### src/rtl/switch_drain_pkg.sv
// switch_drain_pkg: shared constants, state encoding and route-field helper for the egress drain reader
package switch_drain_pkg;

    localparam int PORT_W    = 2;
    localparam int BUF_DEPTH = 2;

    typedef enum logic [1:0] {
        IDLE   = 2'd0,
        ACTIVE = 2'd1,
        DRAIN  = 2'd2
    } state_t;

    // The destination port field occupies the top PORT_W bits of a word
    function automatic int route_lsb(input int dw);
        return dw - PORT_W;
    endfunction

endpackage

### src/rtl/rr_grant4.sv
// rr_grant4: combinational 4-way round-robin arbiter, one-hot grant plus next pointer
module rr_grant4
    import switch_drain_pkg::*;
(
    input  logic [3:0]        req,
    input  logic [PORT_W-1:0] ptr,
    output logic [3:0]        gnt,
    output logic [PORT_W-1:0] next_ptr
);

    logic [PORT_W-1:0] idx;

    // Scan from lowest to highest priority so the requester nearest ptr is the last writer
    always_comb begin
        gnt      = '0;
        next_ptr = ptr;
        idx      = '0;
        for (int i = 3; i >= 0; i--) begin
            idx = ptr + PORT_W'(i);
            if (req[idx]) begin
                gnt      = 4'b0001 << idx;
                next_ptr = idx + PORT_W'(1);
            end
        end
    end

endmodule

### src/rtl/switch_drain.sv
// switch_drain: round-robin egress reader for the switch output FIFOs with a 2-entry valid/ready queue
module switch_drain
    import switch_drain_pkg::*;
#(
    parameter int data_width = 10
) (
    input  logic                  clk,
    input  logic                  reset,
    input  logic                  enable,
    input  logic [7:0]            empty_fifos,
    input  logic [data_width-1:0] FIFO_data_out4,
    input  logic [data_width-1:0] FIFO_data_out5,
    input  logic [data_width-1:0] FIFO_data_out6,
    input  logic [data_width-1:0] FIFO_data_out7,
    output logic                  pop4,
    output logic                  pop5,
    output logic                  pop6,
    output logic                  pop7,
    output logic [data_width-1:0] data_out,
    output logic [PORT_W-1:0]     port_out,
    output logic                  valid_out,
    input  logic                  ready_in,
    output logic                  idle_out,
    output logic                  route_err,
    output logic [7:0]            word_count
);

    localparam int RL = route_lsb(data_width);

    state_t                state, nstate;
    logic [PORT_W-1:0]     ptr, next_ptr, gidx, inf_port;
    logic [3:0]            req, gnt, pop;
    logic                  inflight, can_pop, deq, drained, rd_ptr, wr_ptr, unused_flags;
    logic [1:0]            occ;
    logic [data_width-1:0] rd_word;
    logic [data_width-1:0] q_data [BUF_DEPTH];
    logic [PORT_W-1:0]     q_port [BUF_DEPTH];

    assign unused_flags = ^empty_fifos[3:0];
    assign req          = ~empty_fifos[7:4];
    assign deq          = valid_out && ready_in;
    assign drained      = occ == 2'd0 && !inflight;
    // A head word leaving this cycle frees its slot, which is what lets pops sustain one per cycle
    assign can_pop      = enable && !reset && |req && (int'(occ) + int'(inflight) - int'(deq) < BUF_DEPTH);
    assign gidx         = next_ptr - PORT_W'(1);
    assign pop          = can_pop ? gnt : 4'b0000;
    assign {pop7, pop6, pop5, pop4} = pop;
    assign rd_word      = inf_port == 2'd0 ? FIFO_data_out4 :
                          inf_port == 2'd1 ? FIFO_data_out5 :
                          inf_port == 2'd2 ? FIFO_data_out6 : FIFO_data_out7;
    assign valid_out    = occ != 2'd0;
    assign data_out     = q_data[rd_ptr];
    assign port_out     = q_port[rd_ptr];

    rr_grant4 u_rr (
        .req      (req),
        .ptr      (ptr),
        .gnt      (gnt),
        .next_ptr (next_ptr)
    );

    // Next FSM state: leaving DRAIN prefers re-activation over going idle
    always_comb
        nstate = state == IDLE   ? (enable && |req ? ACTIVE : IDLE) :
                 state == ACTIVE ? (!enable ? DRAIN : (!(|req) && drained ? IDLE : ACTIVE)) :
                 (enable ? ACTIVE : (drained ? IDLE : DRAIN));

    // Arbitration pointer, inflight read, output queue, status counters and FSM state
    always_ff @(posedge clk or posedge reset) begin
        if (reset) begin
            ptr        <= '0;
            inflight   <= 1'b0;
            inf_port   <= '0;
            occ        <= '0;
            rd_ptr     <= 1'b0;
            wr_ptr     <= 1'b0;
            q_data     <= '{default: '0};
            q_port     <= '{default: '0};
            route_err  <= 1'b0;
            word_count <= '0;
            state      <= IDLE;
            idle_out   <= 1'b1;
        end else begin
            if (can_pop)
                ptr <= next_ptr;
            inflight <= can_pop;
            inf_port <= gidx;
            if (inflight) begin
                q_data[wr_ptr] <= rd_word;
                q_port[wr_ptr] <= inf_port;
                wr_ptr         <= ~wr_ptr;
                if (rd_word[RL +: PORT_W] != inf_port)
                    route_err <= 1'b1;
            end
            if (deq) begin
                rd_ptr     <= ~rd_ptr;
                word_count <= word_count + 8'd1;
            end
            occ      <= occ + {1'b0, inflight} - {1'b0, deq};
            state    <= nstate;
            idle_out <= nstate == IDLE;
        end
    end

    ovf_chk: assert property (@(posedge clk) disable iff (reset)
        !(inflight && occ == 2'(BUF_DEPTH) && !deq) && occ <= 2'(BUF_DEPTH));

endmodule
### config.mk
export PLATFORM = sky130hd
export DESIGN_NAME = switch_drain
export DESIGN_NICKNAME = d
export VERILOG_FILES = /design/src/rtl/switch_drain_pkg.sv /design/src/rtl/rr_grant4.sv /design/src/rtl/switch_drain.sv
export SDC_FILE = /design/constraint.sdc
export NUM_CORES = 1
export LEC_CHECK = 0
export ABC_AREA = 0
export CAP_MARGIN = 30
export CORE_ASPECT_RATIO = 0.8
export CORE_MARGIN = 2
export CORE_UTILIZATION = 50
export CTS_CLUSTER_DIAMETER = 40
export DETAILED_ROUTE_END_ITERATION = 16
export GPL_TIMING_DRIVEN = 0
export PLACE_DENSITY = 0.83
export SLEW_MARGIN = 20
export SYNTH_ARGS = -nofsm -noshare
export SYNTH_HDL_FRONTEND = slang
export SYNTH_SLANG_ARGS = --single-unit
### constraint.sdc
create_clock -name clk -period 6.6 [get_ports clk]
set_input_delay 1.32 -clock clk [delete_from_list [all_inputs] [get_ports clk]]
set_output_delay 1.32 -clock clk [all_outputs]
set_load 0.01 [all_outputs]
==> Word-level counts from Yosys, hierarchy flattened <==
Cells that the tools add are included.
{ "word_totals": {"regBits": 45, "word_cells": 104, "output_inout_bits": 27, "in_bits": 52} }
{ "op_classes": {"addsub": 12, "mux": 39, "order_cmp": 8, "shift": 4, "n_eq_ne": 4, "reduce_logical": 18, "n_bitwise": 5} }
{ "ops": {"columns": ["op", "count"], "rows": [
  ["2-to-1 mux 10 bit", 7],
  ["2-to-1 mux 2 bit", 13],
  ["bitwise mux 20 bit", 1],
  ["2-to-1 mux 4 bit", 5],
  ["<< shifter 1 x 2 -> 4 bit, first input constant", 4],
  ["less-than comparator 2 x 3 -> 1 bit, second input constant", 4],
  ["demux 10 bit (select 1 bit)", 1],
  ["adder 2 x 1 -> 2 bit, second input constant", 4],
  ["adder 8 x 1 -> 8 bit, second input constant", 1],
  ["binary-select mux 1 bit (select 2 bit)", 4],
  ["logical AND 1 bit", 8],
  ["zero test 2 bit", 4],
  ["2-to-1 mux 1 bit", 6],
  ["adder 2 bit, second input constant", 2],
  ["bitwise mux 4 bit", 1],
  ["== test 2 x 1 -> 1 bit, second input constant", 2],
  [">= comparator 2 bit, second input constant", 2],
  ["less-than comparator 4 x 3 -> 1 bit, second input constant", 1],
  ["inverter 1 -> 2 bit", 2],
  ["inverter 4 bit", 1],
  ["OR reduction 4 bit", 1],
  ["subtractor 3 x 1 -> 4 bit", 1],
  ["adder 2 x 1 -> 3 bit", 1],
  ["zero test 1 bit", 3],
  ["other kinds (10)", 11]
]} }

==> Depth between registers and ports, before layout <==
{ "logic_depth": {"word_depth": 9, "mapped_depth": 9, "ltp_nobuf": 9} }

==> Hierarchy <==
A second synthesis with hierarchy kept.
{ "hier_totals": {"hier_cells": 212, "area_unflattened_um2": 2708.8} }
{ "by_module_without_submodules": {"columns": ["mod", "cells_each", "area_per_inst_um2", "instances", "seq_area_each_um2"], "rows": [
  ["switch_drain", 169, 2314.7, 1, 1127.3],
  ["rr_grant4", 43, 394.1, 1, 0.0]
]} }

==> Worst setup path before layout <==
OpenSTA, ideal clock, no wires.
{ "synth_path": {"path_type": "input to output", "start": "input port ready_in", "end": "output port pop6", "path_slack_ns": 1.970, "arrival_time_ns": 3.310, "stages": 9, "path_cell_list": "o21ai_1 mux2i_1 ha_1 inv_1 fa_1 inv_1 or4_1 nor2b_1 a22o_1"} }
{ "synth_between": {"elab_chain_len": 5} }
{ "synth_lines": {"columns": ["item", "line_no", "source"], "rows": [
  ["from (decl)", "switch_drain.sv:22", "input logic ready_in,"],
  ["logical AND 1 bit", "switch_drain.sv:41", "assign deq = valid_out && ready_in;"],
  ["subtractor 3 x 1 -> 4 bit", "switch_drain.sv:44", "assign can_pop = enable && !reset && |req && (int'(occ) + int'(inflight) - int'(deq) < BUF_DEPTH);"],
  ["less-than comparator 4 x 3 -> 1 bit", "switch_drain.sv:44", null],
  ["logical AND 1 bit", "switch_drain.sv:44", null],
  ["2-to-1 mux 4 bit", "switch_drain.sv:46", "assign pop = can_pop ? gnt : 4'b0000;"],
  ["to (decl)", "switch_drain.sv:17", "output logic pop6,"]
]} }
No other way between the ends.

==> Final worst setup path <==
Ends and elaborated chain as after synthesis.

==> flow_summary.yaml <==
clock_tree:
  ctsResizeCount: 0
  cts.htree.levels: 2
  clock_latency_ns: 0.30
  cts_root_buf: "clkbuf_8"
  cts_hold_buffers: 0
  clk_pin_slew_worst_paths_ns: 0.09
  cts.sinks: 45
  post_cts_buffers: 0
  cts_tree: "done"
  cts-buffers-inserted: 5
  cts_max_path_buffers: 2
detailed_routing:
  drtAntennaViolNets: 0
  first_pass_iters: 4
  vias_per_cell: 5.40
  drc: 0
  wl_per_cell_um: 15.3
  drtIter0Drc: 109
  routed_wl_mm: 5.43
  num_vias: 1921
layout:
  multi_input_area_um2: 1360
  fin_cells: 356
  register_area_um2: 1130
  num_antenna_cells: 0
  nNetsFinal: 352
  drive_gt1_frac: 0.231
  num-fill-cells: 388
  syn2layout_area_growth_pct: 36.3
setup_path:
  cp_data_required_time_ns: 5.28
  r2r_slack_ns: 3.91
  crit_path_end: "pop6"
  reg2reg_from: "occ[1]"
  timing.rr.end: "ptr[1]"
  cp_max_fo: 6
  reg2regPathDepth: 7
  startpoint: "ready_in"
  worstSetupPathType: "in2out"
  crit_path_start_kind: "primary input"
  crit_path_end_kind: "output pin"
  arrival_ns: 4.56
power_and_ir_drop:
  power_mw: 1.59
  leakagePower_nw: 1.48
  power_per_cell_area_nw_per_um2: 451
  peakVddDrop_mv: 0.275
placement:
  io_buffers: 74
  routabilityCongestion: 0.813
  hpwl_mm: 4.22
  place_ws_ns: 0.703
  placed_cells: 348
grt:
  globalRouteOverflowTotal: 0
  grt_pass1_wl_mm: 8.92
  track_usage: 0.197
  antenna_found_initial: 0
  grt_max_degree: 26
  grt_pass1_vias: 1893
timing:
  hold_ws_ns: 0.466
  slew_headroom: 0.585
  worst_pin_slew_ns: 0.622
  fin_skew_ns: 0.00916
  fin_crit_ns: 5.88
  setup_ws_ns: 0.720
  final_hold_viol_count: 0
  slew_viol_final: 0
  setup_tns_ns: 0
  rsz0062_at_grt: "no"
  fin_crit_sh: 0.891
  setup_viol: 0
  fmax_mhz: 170
yosys:
  synth_ff_type: "dfrtp_1"
  synth_common_cells: "dfrtp_1 (44), mux2_2 (35), inv_1 (13)"
  yosys.area.top_type: "dfrtp_1"
  synth_top_area_share: 0.425
  async_flop_share: 1.00
  syn-num-nets: 270
  synth_area_leaders: "dfrtp_1 (42%), mux2_2 (15%), mux4_2 (10%)"
  synth.most_common_cell: "dfrtp_1"
  ys_seq_elements: 45
  synth_edf_count: 0
  synth.avg_cell_area_um2: 12.3
  synth_cell_types: 39
  yosysSeqAreaShare: 0.435
  synth.cell_area_um2: 2590
  syn_inst: 211
  ys_warn_count: 0
floorplanning:
  die_w_um: 84.5
  die_area_um2: 5780
  die_h_um: 68.4
  std_cell_rows: 23
  start_util: 0.518
  core-area_um2: 5010
  pin_count: 79
outcome:
  status: "finished, final reports clean"
min_path:
  hold_class: "reg2reg"
  worst_hold_startpoint: "route_err"
  hold_path_depth: 1
run:
  drv_cap: 0
routing by layer:
layer  GRT usage  wire (um)  vias up
met5           0          0        -
met4      0.0417         27        0
met3      0.0627        434        5
met2       0.331       2590       55
met1       0.256       2380      934
li1            -          -      927
area by class of cell:
| class | count | area share |
|---|---|---|
| Buffer | 9 | 0.0163 |
| Inverter | 13 | 0.0138 |
| Tap cell | 62 | 0.0219 |
| Multi-Input combinational cell | 144 | 0.384 |
| Sequential cell | 45 | 0.319 |
| Timing Repair Buffer | 75 | 0.217 |
| Clock buffer | 6 | 0.0234 |
| Clock inverter | 2 | 0.00389 |
metrics by stage:
step                 util  cell area, um^2
detailed placement  0.687             3440
CTS                 0.706             3530
global route        0.706             3530
floorplan               -             2590
global placement    0.681             3410
finish              0.706             3530
cell usage in the layout, fill, tap and decap left out, drive strengths merged, types with 2 or more instances in the layout:
cell | netlist | layout
and3 | 2 | 2
nor2 | 10 | 10
xor2 | 5 | 5
nor2b | 4 | 4
dfrtp | 44 | 44
nand2b | 2 | 2
nand2 | 10 | 10
a21oi | 3 | 3
mux2 | 35 | 35
buf | 5 | 6
inv | 13 | 13
a211oi | 2 | 2
clkbuf | 4 | 10
mux2i | 4 | 4
or2 | 2 | 2
o211ai | 5 | 5
nand3 | 6 | 6
a22o | 4 | 4
o21ai | 13 | 13
mux4 | 13 | 13
xnor2 | 8 | 8
clkdlybuf4s50 | 0 | 74
clkinv | 0 | 2
ha | 6 | 6
where the power goes:
group	internal (mW)	switching (mW)	leakage (nW)	total (mW)
sequential	0.403	0.0994	0.539	0.502
clock	0.0849	0.0942	0.0512	0.179
combinational	0.522	0.390	0.894	0.912
how the worst min path moves through the flow:
| stage | end | slack (ns) |
|---|---|---|
| finish | route_err | 0.47 |
| global route | word_count[7] | 0.50 |
| CTS | route_err | 0.47 |
| detailed placement | route_err | 0.45 |
| global placement | route_err | 0.44 |
| floorplan | q_data[8] | 0.44 |
worst max-delay path: stages:
cell             delay (ns)
clkdlybuf4s50_1        0.52
o21ai_1                0.21
mux2i_1                0.19
ha_1                   0.16
inv_1                  0.05
fa_1                   0.47
inv_1                  0.05
or4_1                  0.59
nor2b_1                0.29
a22o_1                 0.19
clkdlybuf4s50_1        0.54
cell families (layout without fill, tap and decap cells):
logic type                 after synthesis  in the layout  share of synthesized area
and+or+nand+nor                         39             39                     0.0763
AOI/OAI and AO/OA                       33             33                     0.0854
DFF                                     45             45                      0.435
xor gates and xnor gates                13             13                     0.0439
adders and majority gates                7              7                     0.0367
muxes                                   52             52                      0.282
buffers and inverters                   22            105                     0.0410
registers in the layout (all words and copies together) (netlist names), 2 cells and up:
register,count
inf_port,2
occ,2
ptr,2
q_data,20
q_port,4
state,2
word_count,8
Note: power is estimated with default switching activity, not from simulation.
